## src/rtl/fixed_point_divider_pkg.sv

```systemverilog
// Shared constants for the fixed-point divider: opcode, FSM encodings and Q-format limits.
package fixed_point_divider_pkg;

  localparam logic [4:0] FPU_DIV = 5'd19;

  localparam logic [1:0] DIV_IDLE   = 2'd0;
  localparam logic [1:0] DIV_DIVIDE = 2'd1;
  localparam logic [1:0] DIV_FIXUP  = 2'd2;
  localparam logic [1:0] DIV_DONE   = 2'd3;

  localparam int FX_WIDTH = 32;
  localparam int FX_FBITS = 10;

  localparam logic [FX_WIDTH-1:0] FX_MAX = {1'b0, {(FX_WIDTH-1){1'b1}}};
  localparam logic [FX_WIDTH-1:0] FX_MIN = {1'b1, {(FX_WIDTH-1){1'b0}}};

endpackage

```

## src/rtl/fixed_point_div_step.sv

```systemverilog
// One restoring-division step: shift in a numerator bit, subtract the divisor if it fits.
module fixed_point_div_step #(
  parameter int WIDTH = 32
) (
  input  logic [WIDTH:0]   remainder_in,
  input  logic             numerator_bit,
  input  logic [WIDTH-1:0] divisor_abs,
  output logic [WIDTH:0]   remainder_out,
  output logic             q_bit
);

  logic [WIDTH+1:0] shifted;
  logic [WIDTH+1:0] trial;

  // Remainder stays below the divisor, so the extra top bit acts purely as the trial sign.
  assign shifted       = {remainder_in, numerator_bit};
  assign trial         = shifted - {2'b00, divisor_abs};
  assign q_bit         = ~trial[WIDTH+1];
  assign remainder_out = q_bit ? trial[WIDTH:0] : shifted[WIDTH:0];

endmodule

```

## src/rtl/fixed_point_divider.sv

```systemverilog
// Sequential signed Q-format divider, one quotient bit per clock (restoring).
// Define FPU_DIV_ROUND_EN to round half away from zero using one extra guard iteration.
module fixed_point_divider
  import fixed_point_divider_pkg::*;
#(
  parameter int WIDTH = FX_WIDTH,
  parameter int FBITS = FX_FBITS
) (
  input  logic             clk,
  input  logic             reset,
  input  logic             start,
  input  logic [WIDTH-1:0] dividend,
  input  logic [WIDTH-1:0] divisor,
  output logic [WIDTH-1:0] quotient,
  output logic             ready,
  output logic             busy,
  output logic             div_by_zero,
  output logic             overflow
);

`ifdef FPU_DIV_ROUND_EN
  localparam int GUARD = 1;
`else
  localparam int GUARD = 0;
`endif
  localparam int NITER = WIDTH + FBITS + GUARD;
  localparam int CW    = $clog2(NITER + 1);
  localparam int MAGW  = NITER + 1;

  localparam logic [WIDTH-1:0] SAT_POS = {1'b0, {(WIDTH-1){1'b1}}};
  localparam logic [WIDTH-1:0] SAT_NEG = {1'b1, {(WIDTH-1){1'b0}}};
  localparam logic [MAGW-1:0]  LIM_POS = MAGW'(SAT_POS);
  localparam logic [MAGW-1:0]  LIM_NEG = MAGW'(SAT_NEG);

  logic [1:0]       state;
  logic             sign_q;
  logic             dividend_neg;
  logic [WIDTH-1:0] divisor_abs;
  logic [WIDTH-1:0] dividend_abs;
  logic [NITER-1:0] numer;
  logic [WIDTH:0]   rem;
  logic [WIDTH:0]   rem_next;
  logic             q_bit;
  logic [CW-1:0]    count;
  logic             accept;
  logic [MAGW-1:0]  mag;
  logic [MAGW-1:0]  limit;
  logic [WIDTH-1:0] fix_quotient;
  logic             fix_overflow;

  // A DONE restart is only taken once ready has been visible for a cycle.
  assign accept       = start && (state == DIV_IDLE || (state == DIV_DONE && ready));
  assign dividend_abs = dividend[WIDTH-1] ? -dividend : dividend;

  fixed_point_div_step #(.WIDTH(WIDTH)) u_step (
    .remainder_in  (rem),
    .numerator_bit (numer[NITER-1]),
    .divisor_abs   (divisor_abs),
    .remainder_out (rem_next),
    .q_bit         (q_bit)
  );

  // numer doubles as the quotient shift register once its bits have been consumed.
  always_comb begin
    // NOTE: every signal assigned here gets a default first, so no path can infer a latch.
`ifdef FPU_DIV_ROUND_EN
    mag = MAGW'(numer >> 1) + MAGW'(numer[0]);
`else
    mag = MAGW'(numer);
`endif
    limit        = sign_q ? LIM_NEG : LIM_POS;
    fix_overflow = 1'b0;
    fix_quotient = sign_q ? -mag[WIDTH-1:0] : mag[WIDTH-1:0];
    if (div_by_zero) begin
      fix_quotient = dividend_neg ? SAT_NEG : SAT_POS;
    end else if (mag > limit) begin
      fix_overflow = 1'b1;
      fix_quotient = sign_q ? SAT_NEG : SAT_POS;
    end
  end

  always_ff @(posedge clk or posedge reset) begin
    // NOTE: datapath registers are cleared too, so an aborted divide leaves no stale partial state.
    if (reset) begin
      state        <= DIV_IDLE;
      quotient     <= '0;
      ready        <= 1'b0;
      busy         <= 1'b0;
      div_by_zero  <= 1'b0;
      overflow     <= 1'b0;
      sign_q       <= 1'b0;
      dividend_neg <= 1'b0;
      divisor_abs  <= '0;
      numer        <= '0;
      rem          <= '0;
      count        <= '0;
    end else if (accept) begin
      sign_q       <= dividend[WIDTH-1] ^ divisor[WIDTH-1];
      dividend_neg <= dividend[WIDTH-1];
      divisor_abs  <= divisor[WIDTH-1] ? -divisor : divisor;
      numer        <= {dividend_abs, {(NITER-WIDTH){1'b0}}};
      rem          <= '0;
      count        <= CW'(NITER);
      ready        <= 1'b0;
      busy         <= 1'b1;
      overflow     <= 1'b0;
      div_by_zero  <= (divisor == '0);
      state        <= (divisor == '0) ? DIV_FIXUP : DIV_DIVIDE;
    end else begin
      case (state)
        DIV_DIVIDE: begin
          numer <= {numer[NITER-2:0], q_bit};
          rem   <= rem_next;
          count <= count - 1'b1;
          if (count == CW'(1)) state <= DIV_FIXUP;
        end
        DIV_FIXUP: begin
          quotient <= fix_quotient;
          overflow <= fix_overflow;
          busy     <= 1'b0;
          state    <= DIV_DONE;
        end
        DIV_DONE: ready <= 1'b1;
        default: ;
      endcase
    end
  end

endmodule

```

## config.mk

```make
export PLATFORM = sky130hd
export DESIGN_NAME = fixed_point_divider
export DESIGN_NICKNAME = d
export VERILOG_FILES = /design/src/rtl/fixed_point_divider_pkg.sv /design/src/rtl/fixed_point_div_step.sv /design/src/rtl/fixed_point_divider.sv
export SDC_FILE = /design/constraint.sdc
export NUM_CORES = 1
export LEC_CHECK = 0
export CORE_MARGIN = 4
export CORE_UTILIZATION = 40
export DETAILED_ROUTE_END_ITERATION = 10
export PLACE_DENSITY = 0.61
export SLEW_MARGIN = 20
export SYNTH_ARGS = -nofsm -noshare
export SYNTH_HDL_FRONTEND = slang
export SYNTH_SLANG_ARGS = --single-unit
export TNS_END_PERCENT = 20
```

## constraint.sdc

```tcl
create_clock -name clk -period 5.7 [get_ports clk]
set_clock_uncertainty 0.05 [all_clocks]
set_input_delay 1.14 -clock clk [delete_from_list [all_inputs] [get_ports clk]]
set_output_delay 1.14 -clock clk [all_outputs]
set_load 0.02 [all_outputs]
```

## Yosys cells after proc, flatten, opt, wreduce, memory -nomap -nowiden

Cells that the tools add are included.
W data, S select, Z words.

- Register bits after elaboration: 153
- Word-level logic and storage cells: 64
- Bits of input ports: 67
- Output and inout bits: 36

- Bitwise operators: 3
- Multiplexer cells: 27
- Equal/unequal tests: 5
- $add $sub $neg: 5
- Reduce and logical (&&, ||, !) cells: 11
- Order comparisons: 1

Operators by type and width:

| cell | number |
|---|---|
| $mux W32 | 8 |
| $mux W33 | 3 |
| $neg A32 Y32 | 3 |
| $mux W42 | 2 |
| $gt A42 B32 Y1 | 1 |
| $sub A34 B32 Y34 | 1 |
| $logic_not A32 Y1 | 1 |
| $mux W6 | 2 |
| $mux W1 | 8 |
| $eq A6 B1 Y1 const B | 1 |
| $mux W2 | 3 |
| $reduce_bool A2 Y1 | 3 |
| $sub A6 B1 Y6 const B | 1 |
| $eq A2 B2 Y1 const B | 2 |
| $pmux W2 S2 | 1 |
| $reduce_and A2 Y1 | 2 |
| $ne A3 B3 Y1 const B | 1 |
| $reduce_bool A3 Y1 | 1 |
| $eq A2 B1 Y1 const B | 1 |
| $logic_and A1 B1 Y1 | 2 |
| $logic_not A2 Y1 | 1 |
| $not A1 Y1 | 2 |
| $logic_or A1 B1 Y1 | 1 |
| $xor A1 B1 Y1 | 1 |

## Depth between registers and ports, before layout

Gate-level depths: netlist of run 1.

- Depth in word-level cells: 6
- Depth in mapped cells: 14
- Depth with buffers taken out: 12

## Modules after synthesis

Synthesis of run 1 repeated with hierarchy kept, for this count alone.

- Cell total of the unflattened synthesis: 1416
- Area, all modules: 11436.0 sq um

Modules (own cells, without submodules):

| module | sequential area each (sq um) | cells an instance | times used | area each (sq um) |
|---|---|---|---|---|
| fixed_point_divider | 3828.7 | 1088 | 1 | 9265.1 |
| fixed_point_div_step | 0.0 | 328 | 1 | 2170.8 |

## Worst setup path before layout of run 1

OpenSTA, ideal clock, no wires.

- Path kind: input to register
- From: input dividend[10]
- To: register numer[39]
- Arrival: 4107 ps
- Buffers on the path: 0
- Path slack: 1411 ps
- Data required time: 5518 ps
- Stages on the path: 9
- Setup time: 132 ps
- Path through: or4_4 > or3_4 > or4_4 > or4_4 > or3_4 > or4_4 > nor4_4 > mux2i_1 > o21ai_1

- Word-level cells in the longest chain between the ends: 3

Ends and longest elaborated chain:

| element | line | source |
|---|---|---|
| from (decl) | fixed_point_divider.sv:12 | `input logic [WIDTH-1:0] dividend,` |
| $neg A32 Y32 | fixed_point_divider.sv:53 | `assign dividend_abs = dividend[WIDTH-1] ? -dividend : dividend;` |
| $mux W32 | fixed_point_divider.sv:53 |  |
| $mux W42 | fixed_point_divider.sv:97 | `end else if (accept) begin` |
| to (signal assigned) | fixed_point_divider.sv:101 | `numer <= {dividend_abs, {(NITER-WIDTH){1'b0}}};` |
| to (signal assigned) | fixed_point_divider.sv:112 | `numer <= {numer[NITER-2:0], q_bit};` |
| to (decl) | fixed_point_divider.sv:40 | `logic [NITER-1:0] numer;` |

No other way between the ends.
A chain may end at the register's enable or synchronous reset.

## Final worst setup path of run 1

- From: input dividend[8]
- To: register numer[39]

The elaborated chain is that of the path after synthesis.

==> impl_metrics.tcl, run 1 <==
set metrics [dict create \
    outcome "completed" \
    drive_gt1_share_pct 5.374 \
    rsz0062_at_grt "false" \
    top_usage_layer "met2" \
    cts_tree "yes" \
    antenna_found_initial 0 \
    gp_congestion 0.8725 \
    hold_buffers 0 \
    dp_hpwl_um 20900 \
    grt_max_degree 98 \
    cp.required_ns 5.93 \
    ir_drop_uv 336.9 \
    p_leak_nw 5.473 \
    drt_iter0_markers 777 \
    portBuffers 102 \
    clockBufferDepth 2 \
    synth-main-ff-cell "dfrtp_1" \
    synthTopCellsByCount "o21ai_0 (155), dfrtp_1 (153), nand2_1 (144)" \
    postCtsSetupRepairBufs 0 \
    start_util_pct 40.58 \
    critPathCaptureType "flip-flop" \
    die_y_um 173.4 \
    cts_root_buf "clkbuf_16" \
    syn-num-nets 1434 \
    power_frac_comb_pct 61.2 \
    clkSlewWorstSetupHoldPaths_ns 0.07 \
    clock-sinks 153 \
    yosysTopAreaCell "dfrtp_1" \
    max_freq_mhz 222.3 \
    synth.area.top_cells "dfrtp_1 (35%), ha_1 (7.9%), o21ai_0 (7.1%)" \
    synth-seq-area-share_pct 35.00 \
    critical_path_class "in2reg" \
    antenna_cells 0 \
    hold_slack_ns 0.4294 \
    cts_resized 0 \
    drc_errors 0 \
    drv_slew 0 \
    numCtsBuffers 17 \
    worstMarginPinSlew_ns 0.8967 \
    grt.total_usage_pct 19.38 \
    vias 9709 \
    yosys.cell_count.top_type "o21ai_0" \
    start_kind "input pin" \
    dr.pass1.iters 5 \
    hold_viol 0 \
    totalPowerFinal_mw 8.430 \
    grt_overflow 0 \
    ys_async_sr_fraction_pct 100.0 \
    std_cell_rows 60 \
    route.detailed.vias_per_inst 5.651 \
    crit_arrival_ns 4.73 \
    final_util_pct 47.57 \
    period_share_pct 78.91 \
    use_met2_pct 31.17 \
    syn_inst 1297 \
    finalCriticalPeriod_ns 4.498 \
    cell_internal_pwr_mw 4.409 \
    clockPowerShare_pct 13.3 \
    p_sw_mw 4.021 \
    ios 103 \
    tns_ns 0 \
    critPathMaxFanout 5 \
    area_delta_synth_final_pct 17.20 \
    ys_types 69 \
    post-place-ws_ns 0.7847 \
    synth-edff-count 0 \
    setup_viol 0 \
    hold_class "reg2reg" \
    seq_power_share_pct 25.5 \
    synth.top_cell.area_share_pct 35.00 \
    clk_latency_ns 0.43 \
    cts.htree.levels 4 \
    yosysWarnings 0 \
    routed_wl_um 28890 \
    met1_usage_pct 27.82 \
    avgSynthCellArea_um2 8.433 \
    die_area_um2 30060 \
    num-fill-cells 2572 \
    syn_area_um2 10940 \
    fin_nets 1501 \
    drv_cap 0 \
    wl_per_cell_um 16.82 \
    max-slew-margin-rel_pct 40.22 \
    coreArea_um2 26950 \
    swShare_pct 47.70 \
    postLayoutSetupSlackWorst_ns 1.202 \
    p_per_area_nw_per_um2 657.6 \
    die_x_um 173.4 \
    grtUsageMet3_pct 2.639 \
    grt_pass1_vias 9567 \
    ant_nets 0 \
    synth_seq_cells 153 \
    grt_pass1_wl_um 49000 \
]
-- kinds of logic after synthesis --
logic type                 count (synthesis)  share of synthesized area, %
xor gates and xnor gates                 103                         8.247
AOI/OAI and AO/OA                        392                         21.88
buffers and inverters                    128                         4.816
adders and majority gates                 70                         8.076
muxes                                     33                         3.031
and+or+nand+nor                          418                         18.94
DFF                                      153                         35.00
-- layout make-up --
| type | instances | area, µm² | area share, % |
|---|---|---|---|
| clock buffers | 18 | 439.2 | 3.426 |
| repair buffers | 118 | 1154 | 8.999 |
| flip-flops and latches | 153 | 3830 | 29.88 |
| multi-input cells | 1016 | 6613 | 51.58 |
| well taps | 341 | 426.7 | 3.328 |
| clock inverters | 14 | 135.1 | 1.054 |
| inverters | 58 | 222.7 | 1.737 |
-- routing by layer --
metal | vias up | part of all wire (%)
li1 | 4855 | -
met1 | 4615 | 49
met2 | 219 | 46
met3 | 20 | 3.8
met4 | 0 | 1.1
met5 | - | 0
-- per-stage QoR --
step / cells / instance area, µm²
2_1_floorplan: 1297 / 10940
3_3_place_gp: 1686 / 12250
3_5_place_dp: 1686 / 12250
4_1_cts: 1718 / 12820
5_1_grt: 1718 / 12820
6_report: 1718 / 12820
-- power groups by stage --
| stage | registers (mW) | logic [mW] | clock network, mW |
|---|---|---|---|
| 2_1_floorplan | 2.12 | 3.76 | 0 |
| 3_3_place_gp | 2.14 | 5.05 | 0 |
| 3_5_place_dp | 2.16 | 5.14 | 0 |
| 4_1_cts | 2.14 | 5.17 | 1.14 |
| 5_1_grt | 2.22 | 5.84 | 1.19 |
| 6_report | 2.15 | 5.16 | 1.12 |
-- final timing paths --
kind | from | end | slack (ns) | cells past startpoint
setup / recovery | dividend[8] | numer[39]$_DFFE_PP0P_ | 1.20 | 10
hold / removal | divisor_abs[21]$_DFFE_PP0P_ | divisor_abs[21]$_DFFE_PP0P_ | 0.43 | 2
setup reg to reg | rem[7]$_DFFE_PP0P_ | rem[0]$_DFFE_PP0P_ | 1.61 | 11
hold reg to reg | divisor_abs[21]$_DFFE_PP0P_ | divisor_abs[21]$_DFFE_PP0P_ | 0.43 | 2
max in group asynchronous | reset | divisor_abs[22]$_DFFE_PP0P_ | 3.41 | 3
min in group asynchronous | reset | numer[33]$_DFFE_PP0P_ | 1.22 | 2
-- layout by cell type, fill, tap and decap left out, types with 25 or more instances in the layout --
cell type,count
xnor2_1,41
mux2i_1,32
nor3_1,28
o31ai_1,28
dfrtp_1,152
nor2_1,77
xor2_1,61
o21ai_0,155
inv_1,57
a22oi_1,25
nand3_1,48
nand2_1,142
a21oi_1,74
ha_1,69
clkdlybuf4s50_1,102
-- state kept, by name, indices dropped and copies added (netlist names) --
name / count
div_by_zero: 1
busy: 1
sign_q: 1
numer: 42
overflow: 1
divisor_abs: 32
rem: 33
dividend_neg: 1
state: 2
quotient: 32
count: 6
ready: 1
-- worst max-delay path, cell delays in order --
cell	delay, ns
clkdlybuf4s50_1	0.49
or4_4	0.52
or3_4	0.37
or4_4	0.45
or4_4	0.44
or3_4	0.40
or4_4	0.46
nor4_4	0.16
mux2i_1	0.22
o21ai_1	0.07
No activity file was read; power rests on OpenSTA's default activity.
==> run 2, diff against run 1 <==
- clock period: 5.7 -> 4.5 ns (I/O delays scaled with it)
==> impl_metrics.tcl, run 2 (synthesis results as in run 1) <==
set metrics [dict create \
    crit_arrival_ns 4.39 \
    ant_nets 0 \
    hold_class "reg2reg" \
    drc_errors 0 \
    area_delta_synth_final_pct 19.22 \
    max-slew-margin-rel_pct 40.15 \
    max_freq_mhz 240.5 \
    cts.htree.levels 4 \
    critPathCaptureType "flip-flop" \
    critical_path_class "in2reg" \
    ir_drop_uv 456.4 \
    grt_max_degree 80 \
    antenna_found_initial 0 \
    hold_buffers 0 \
    setup_viol 0 \
    start_kind "input pin" \
    final_common_cell "o21ai_0" \
    grt.total_usage_pct 19.31 \
    min_to "divisor_abs[9]$_DFFE_PP0P_" \
    die_y_um 173.4 \
    p_leak_nw 5.594 \
    coreArea_um2 26950 \
    reg2reg_from "rem[7]$_DFFE_PP0P_" \
    die_area_um2 30060 \
    gp_congestion 0.8758 \
    antenna_cells 0 \
    worstMarginPinSlew_ns 0.8958 \
    dr.pass1.iters 9 \
    wl_per_cell_um 16.90 \
    dpl_cell_area_um2 12410 \
    largest_register "numer" \
    clock-sinks 153 \
    finalNonFillerCells 1737 \
    drv_cap 0 \
    vias 9838 \
    worstHoldStart "divisor_abs[9]$_DFFE_PP0P_" \
    fin_area_um2 13040 \
    die_x_um 173.4 \
    largest_register_ffs 42 \
    clk_latency_ns 0.42 \
    finalCriticalPeriod_ns 4.159 \
    routed_wl_um 29360 \
    hold_depth 2 \
    ios 103 \
    route.detailed.vias_per_inst 5.664 \
    period_share_pct 92.41 \
    hold_viol 0 \
    layout_common_cells "o21ai_0 (155), dfrtp_1 (152), nand2_1 (142)" \
    std_cell_rows 60 \
    portBuffers 102 \
    clkSlewWorstSetupHoldPaths_ns 0.07 \
    grt_pass1_wl_um 48850 \
    grt_overflow 0 \
    start_util_pct 40.58 \
    num-fill-cells 2564 \
    critPathMaxFanout 4 \
    dp_hpwl_um 21450 \
    reg_top3 "numer (42), rem (33)" \
    fin_nets 1520 \
    grt_pass1_vias 9451 \
    placed_cells 1705 \
    r2r_slack_ns 0.82 \
    cp.required_ns 4.73 \
    p_per_area_nw_per_um2 829.2 \
    cts_resized 0 \
    cts_tree "yes" \
    drv_slew 0 \
    r2r_end "rem[0]$_DFFE_PP0P_" \
    postCtsSetupRepairBufs 0 \
    drt_iter0_markers 662 \
    tns_ns 0 \
    outcome "completed" \
    cts_root_buf "clkbuf_16" \
    drive_gt1_share_pct 6.662 \
    rsz0062_at_grt "false" \
    rr_worst_depth 11 \
    totalPowerFinal_mw 10.81 \
    numCtsBuffers 17 \
    clockBufferDepth 2 \
]
==> run 2: cell count changes in the layout (fill, tap and decap cells not counted) <==
cell / before / now
buf_12: 1 / 3
buf_4: 15 / 32
bufinv_16: 1 / 3
clkinv_2: 2 / 0
clkinv_4: 1 / 4
inv_6: 7 / 3
inv_8: 1 / 2
==> run 2: worst max path at each step <==
stage                       from                     to  slack [ns]  cells past startpoint
floorplan           dividend[10]  numer[39]$_DFFE_PP0P_        0.45                      9
global placement    dividend[10]  numer[39]$_DFFE_PP0P_       -0.06                     10
detailed placement  dividend[10]  numer[39]$_DFFE_PP0P_       -0.07                     10
CTS                 dividend[10]  numer[39]$_DFFE_PP0P_        0.36                     10
global route        dividend[10]  numer[39]$_DFFE_PP0P_        0.21                     10
finish              dividend[10]  numer[39]$_DFFE_PP0P_        0.34                     10
==> run 2: power by group <==
group,switching (mW),internal (mW)
Clock,0.629,0.905
Sequential,0.665,2.03
Combinational,3.79,2.79
==> run 2: final cells by class <==
type | count | area (µm²) | share of cell area, %
multi-input combinational | 1016 | 6613 | 50.71
sequential | 153 | 3830 | 29.37
timing repair buffer | 137 | 1321 | 10.13
clock buffer | 18 | 439.2 | 3.368
tap | 341 | 426.7 | 3.272
inverter | 58 | 221.5 | 1.698
clock inverter | 14 | 188.9 | 1.449
==> run 2: per-layer routing <==
metal | part of all wire [%] | track usage, %
met2 | 46 | 31.03
met4 | 1.2 | 3.924
met1 | 49 | 27.66
met3 | 3.9 | 3.141
met5 | 0 | 0
==> run 2: critical path, cell delays in order <==
cell             delay [ns]
clkdlybuf4s50_1        0.42
or4_4                  0.54
or3_4                  0.34
or4_4                  0.44
or4_4                  0.44
or3_4                  0.39
or4_4                  0.46
nor4_4                 0.16
mux2i_1                0.21
o21ai_1                0.07
==> run 2: metrics by stage <==
step / hold WS (ns) / util, % / setup WS [ns]
finish: 0.4311 / 48.38 / 0.3415
global route: 0.4581 / 48.38 / 0.2105
CTS: 0.4370 / 48.38 / 0.3550
detailed placement: 0.4222 / 46.05 / -0.07070
global placement: 0.4149 / 46.05 / -0.05502
floorplan: 0.3998 / - / 0.4512
==> run 3, diff against run 2 <==
--- a/config.mk
+++ b/config.mk
@@ -7,7 +7,7 @@
 export LEC_CHECK = 0
 export CORE_MARGIN = 4
-export CORE_UTILIZATION = 40
+export CORE_UTILIZATION = 60
 export DETAILED_ROUTE_END_ITERATION = 10
-export PLACE_DENSITY = 0.61
+export PLACE_DENSITY = 0.85
 export SLEW_MARGIN = 20
 export SYNTH_ARGS = -nofsm -noshare
==> constraint.sdc (replaced) <==
create_clock -name clk -period 5.2 [get_ports clk]
set_clock_uncertainty 0.05 [all_clocks]
set_input_delay 1.56 -clock clk [delete_from_list [all_inputs] [get_ports clk]]
set_output_delay 1.56 -clock clk [all_outputs]
set_load 0.02 [all_outputs]
==> impl_metrics.tcl, run 3 (synthesis results as in run 1) <==
set metrics [dict create \
    outcome "completed" \
    coreArea_um2 17960 \
    max_freq_mhz 207.4 \
    grt.total_usage_pct 27.87 \
    post-place-ws_ns -0.04082 \
    ios 103 \
    p_per_area_nw_per_um2 723.2 \
    regArea_um2 3830 \
    tns_ns 0 \
    power_frac_comb_pct 61.1 \
    vias 10227 \
    dr.pass1.iters 7 \
    reg_top3 "numer (42), rem (33)" \
    period_share_pct 92.71 \
    cts_tree "yes" \
    seq_power_share_pct 25.6 \
    layout_common_cells "o21ai_0 (155), dfrtp_1 (152), nand2_1 (142)" \
    route.detailed.vias_per_inst 6.309 \
    portBuffers 102 \
    wl_met2_um 13240 \
    routed_wl_um 27980 \
    setup_viol 0 \
    crit_arrival_ns 5.06 \
    grt_max_degree 89 \
    num-fill-cells 1374 \
    max-slew-margin-rel_pct 38.50 \
    critical_path_class "in2reg" \
    die_y_um 143.0 \
    wl_met1_um 12350 \
    dp_hpwl_um 20270 \
    p_sw_mw 4.440 \
    cts_root_buf "clkbuf_16" \
    hold_viol 0 \
    clockBufferDepth 2 \
    drive_gt1_share_pct 6.326 \
    drv_slew 0 \
    hold_buffers 0 \
    clk_latency_ns 0.44 \
    antenna_found_initial 1 \
    start_util_pct 60.89 \
    cpPeakStageDelay_ns 0.54 \
    critPathCaptureType "flip-flop" \
    gp_congestion 0.9496 \
    multiInputGateArea_um2 6613 \
    p_leak_nw 5.537 \
    std_cell_rows 49 \
    final_common_cell "o21ai_0" \
    drv_cap 0 \
    worstMarginPinSlew_ns 0.9205 \
    clock-sinks 153 \
    drc_errors 0 \
    rsz0062_at_grt "false" \
    numCtsBuffers 17 \
    clkSlewWorstSetupHoldPaths_ns 0.07 \
    worstPathCellList "clkdlybuf4s50_1 > or4_4 > or3_4 > or4_4 > or4_4 > or3_4 > or4_4 > nor2_1 > mux2i_1 > o21ai_1" \
    critPathMaxFanout 4 \
    die_area_um2 20450 \
    fin_nets 1515 \
    postCtsSetupRepairBufs 0 \
    die_x_um 143.0 \
    area_delta_synth_final_pct 16.95 \
    cp_common_cell "or4_4" \
    ant_nets 0 \
    wl_met3_um 1803 \
    swShare_pct 47.99 \
    grt_pass1_wl_um 46860 \
    routed.top_layer "met4" \
    hold_class "reg2reg" \
    hold_slack_ns 0.4305 \
    critical-path-slowest-cell "or4_4" \
    finalCriticalPeriod_ns 4.821 \
    cts_resized 0 \
    grt_overflow 0 \
    cp.required_ns 5.44 \
    postLayoutSetupSlackWorst_ns 0.3790 \
    largest_register "numer" \
    cell_internal_pwr_mw 4.811 \
    totalPowerFinal_mw 9.251 \
    wl_per_cell_um 17.26 \
    clockPowerShare_pct 13.3 \
    ir_drop_uv 617.1 \
    start_kind "input pin" \
    largest_register_ffs 42 \
    drt_iter0_markers 820 \
    cts.htree.levels 4 \
    grt_pass1_vias 9679 \
]
[run 3: cell types whose count changed in the layout (fill, tap and decap cells not counted), sizes merged]
cell and delta:
buf -5, clkbuf -1, diode +1, clkinv -2, inv +5, bufinv -2
[run 3: metal layers]
| layer | vias to the layer above | GRT usage [%] |
|---|---|---|
| li1 | 4886 | - |
| met1 | 4910 | 39.38 |
| met5 | - | 0 |
| met3 | 53 | 3.550 |
| met2 | 378 | 44.81 |
| met4 | 0 | 9.055 |
[run 3: power by group through the flow]
| stage | clock network, mW | registers (mW) | logic (mW) |
|---|---|---|---|
| 2_1_floorplan | 0 | 2.32 | 4.13 |
| 3_3_place_gp | 0 | 2.33 | 5.36 |
| 3_5_place_dp | 0 | 2.36 | 5.54 |
| 4_1_cts | 1.24 | 2.34 | 5.61 |
| 5_1_grt | 1.29 | 2.44 | 6.32 |
| 6_report | 1.23 | 2.36 | 5.66 |
[run 3: path summary, 6_finish.rpt]
check | startpoint | endpoint | slack, ns | depth (start not counted)
worst max-delay path | dividend[10] | numer[37]$_DFFE_PP0P_ | 0.38 | 10
worst min-delay path | divisor_abs[30]$_DFFE_PP0P_ | divisor_abs[30]$_DFFE_PP0P_ | 0.43 | 2
worst max register to register | sign_q$_DFFE_PP0P_ | quotient[9]$_DFFE_PP0P_ | 1.08 | 12
worst min register to register | divisor_abs[30]$_DFFE_PP0P_ | divisor_abs[30]$_DFFE_PP0P_ | 0.43 | 2
max in group asynchronous | reset | divisor_abs[18]$_DFFE_PP0P_ | 2.58 | 3
min in group asynchronous | reset | numer[33]$_DFFE_PP0P_ | 1.60 | 2
[run 3: cell type report]
| type | count | area share (%) |
|---|---|---|
| Clock inverter | 15 | 1.213 |
| Tap cell | 229 | 2.240 |
| Sequential cell | 153 | 29.94 |
| Inverter | 58 | 1.731 |
| Multi-Input combinational cell | 1016 | 51.69 |
| Clock buffer | 17 | 3.326 |
| Antenna cell | 1 | 0.01956 |
| Timing Repair Buffer | 132 | 9.840 |
[run 3: metrics by stage]
stage / util (%) / cell area [µm²] / std cells
3_3_place_gp: 67.97 / 12210 / 1588
5_1_grt: 71.21 / 12790 / 1621
2_1_floorplan: - / 10940 / 1297
6_report: 71.21 / 12790 / 1621
3_5_place_dp: 67.97 / 12210 / 1588
4_1_cts: 71.20 / 12790 / 1620
[run 3: critical path, delay by kind of cell]
family	cells	cell delay [ns]
multiplexers	1	0.22
AND/OR/NAND/NOR	7	2.77
AO/OA/AOI/OAI	1	0.08
buffers and inverters	1	0.42
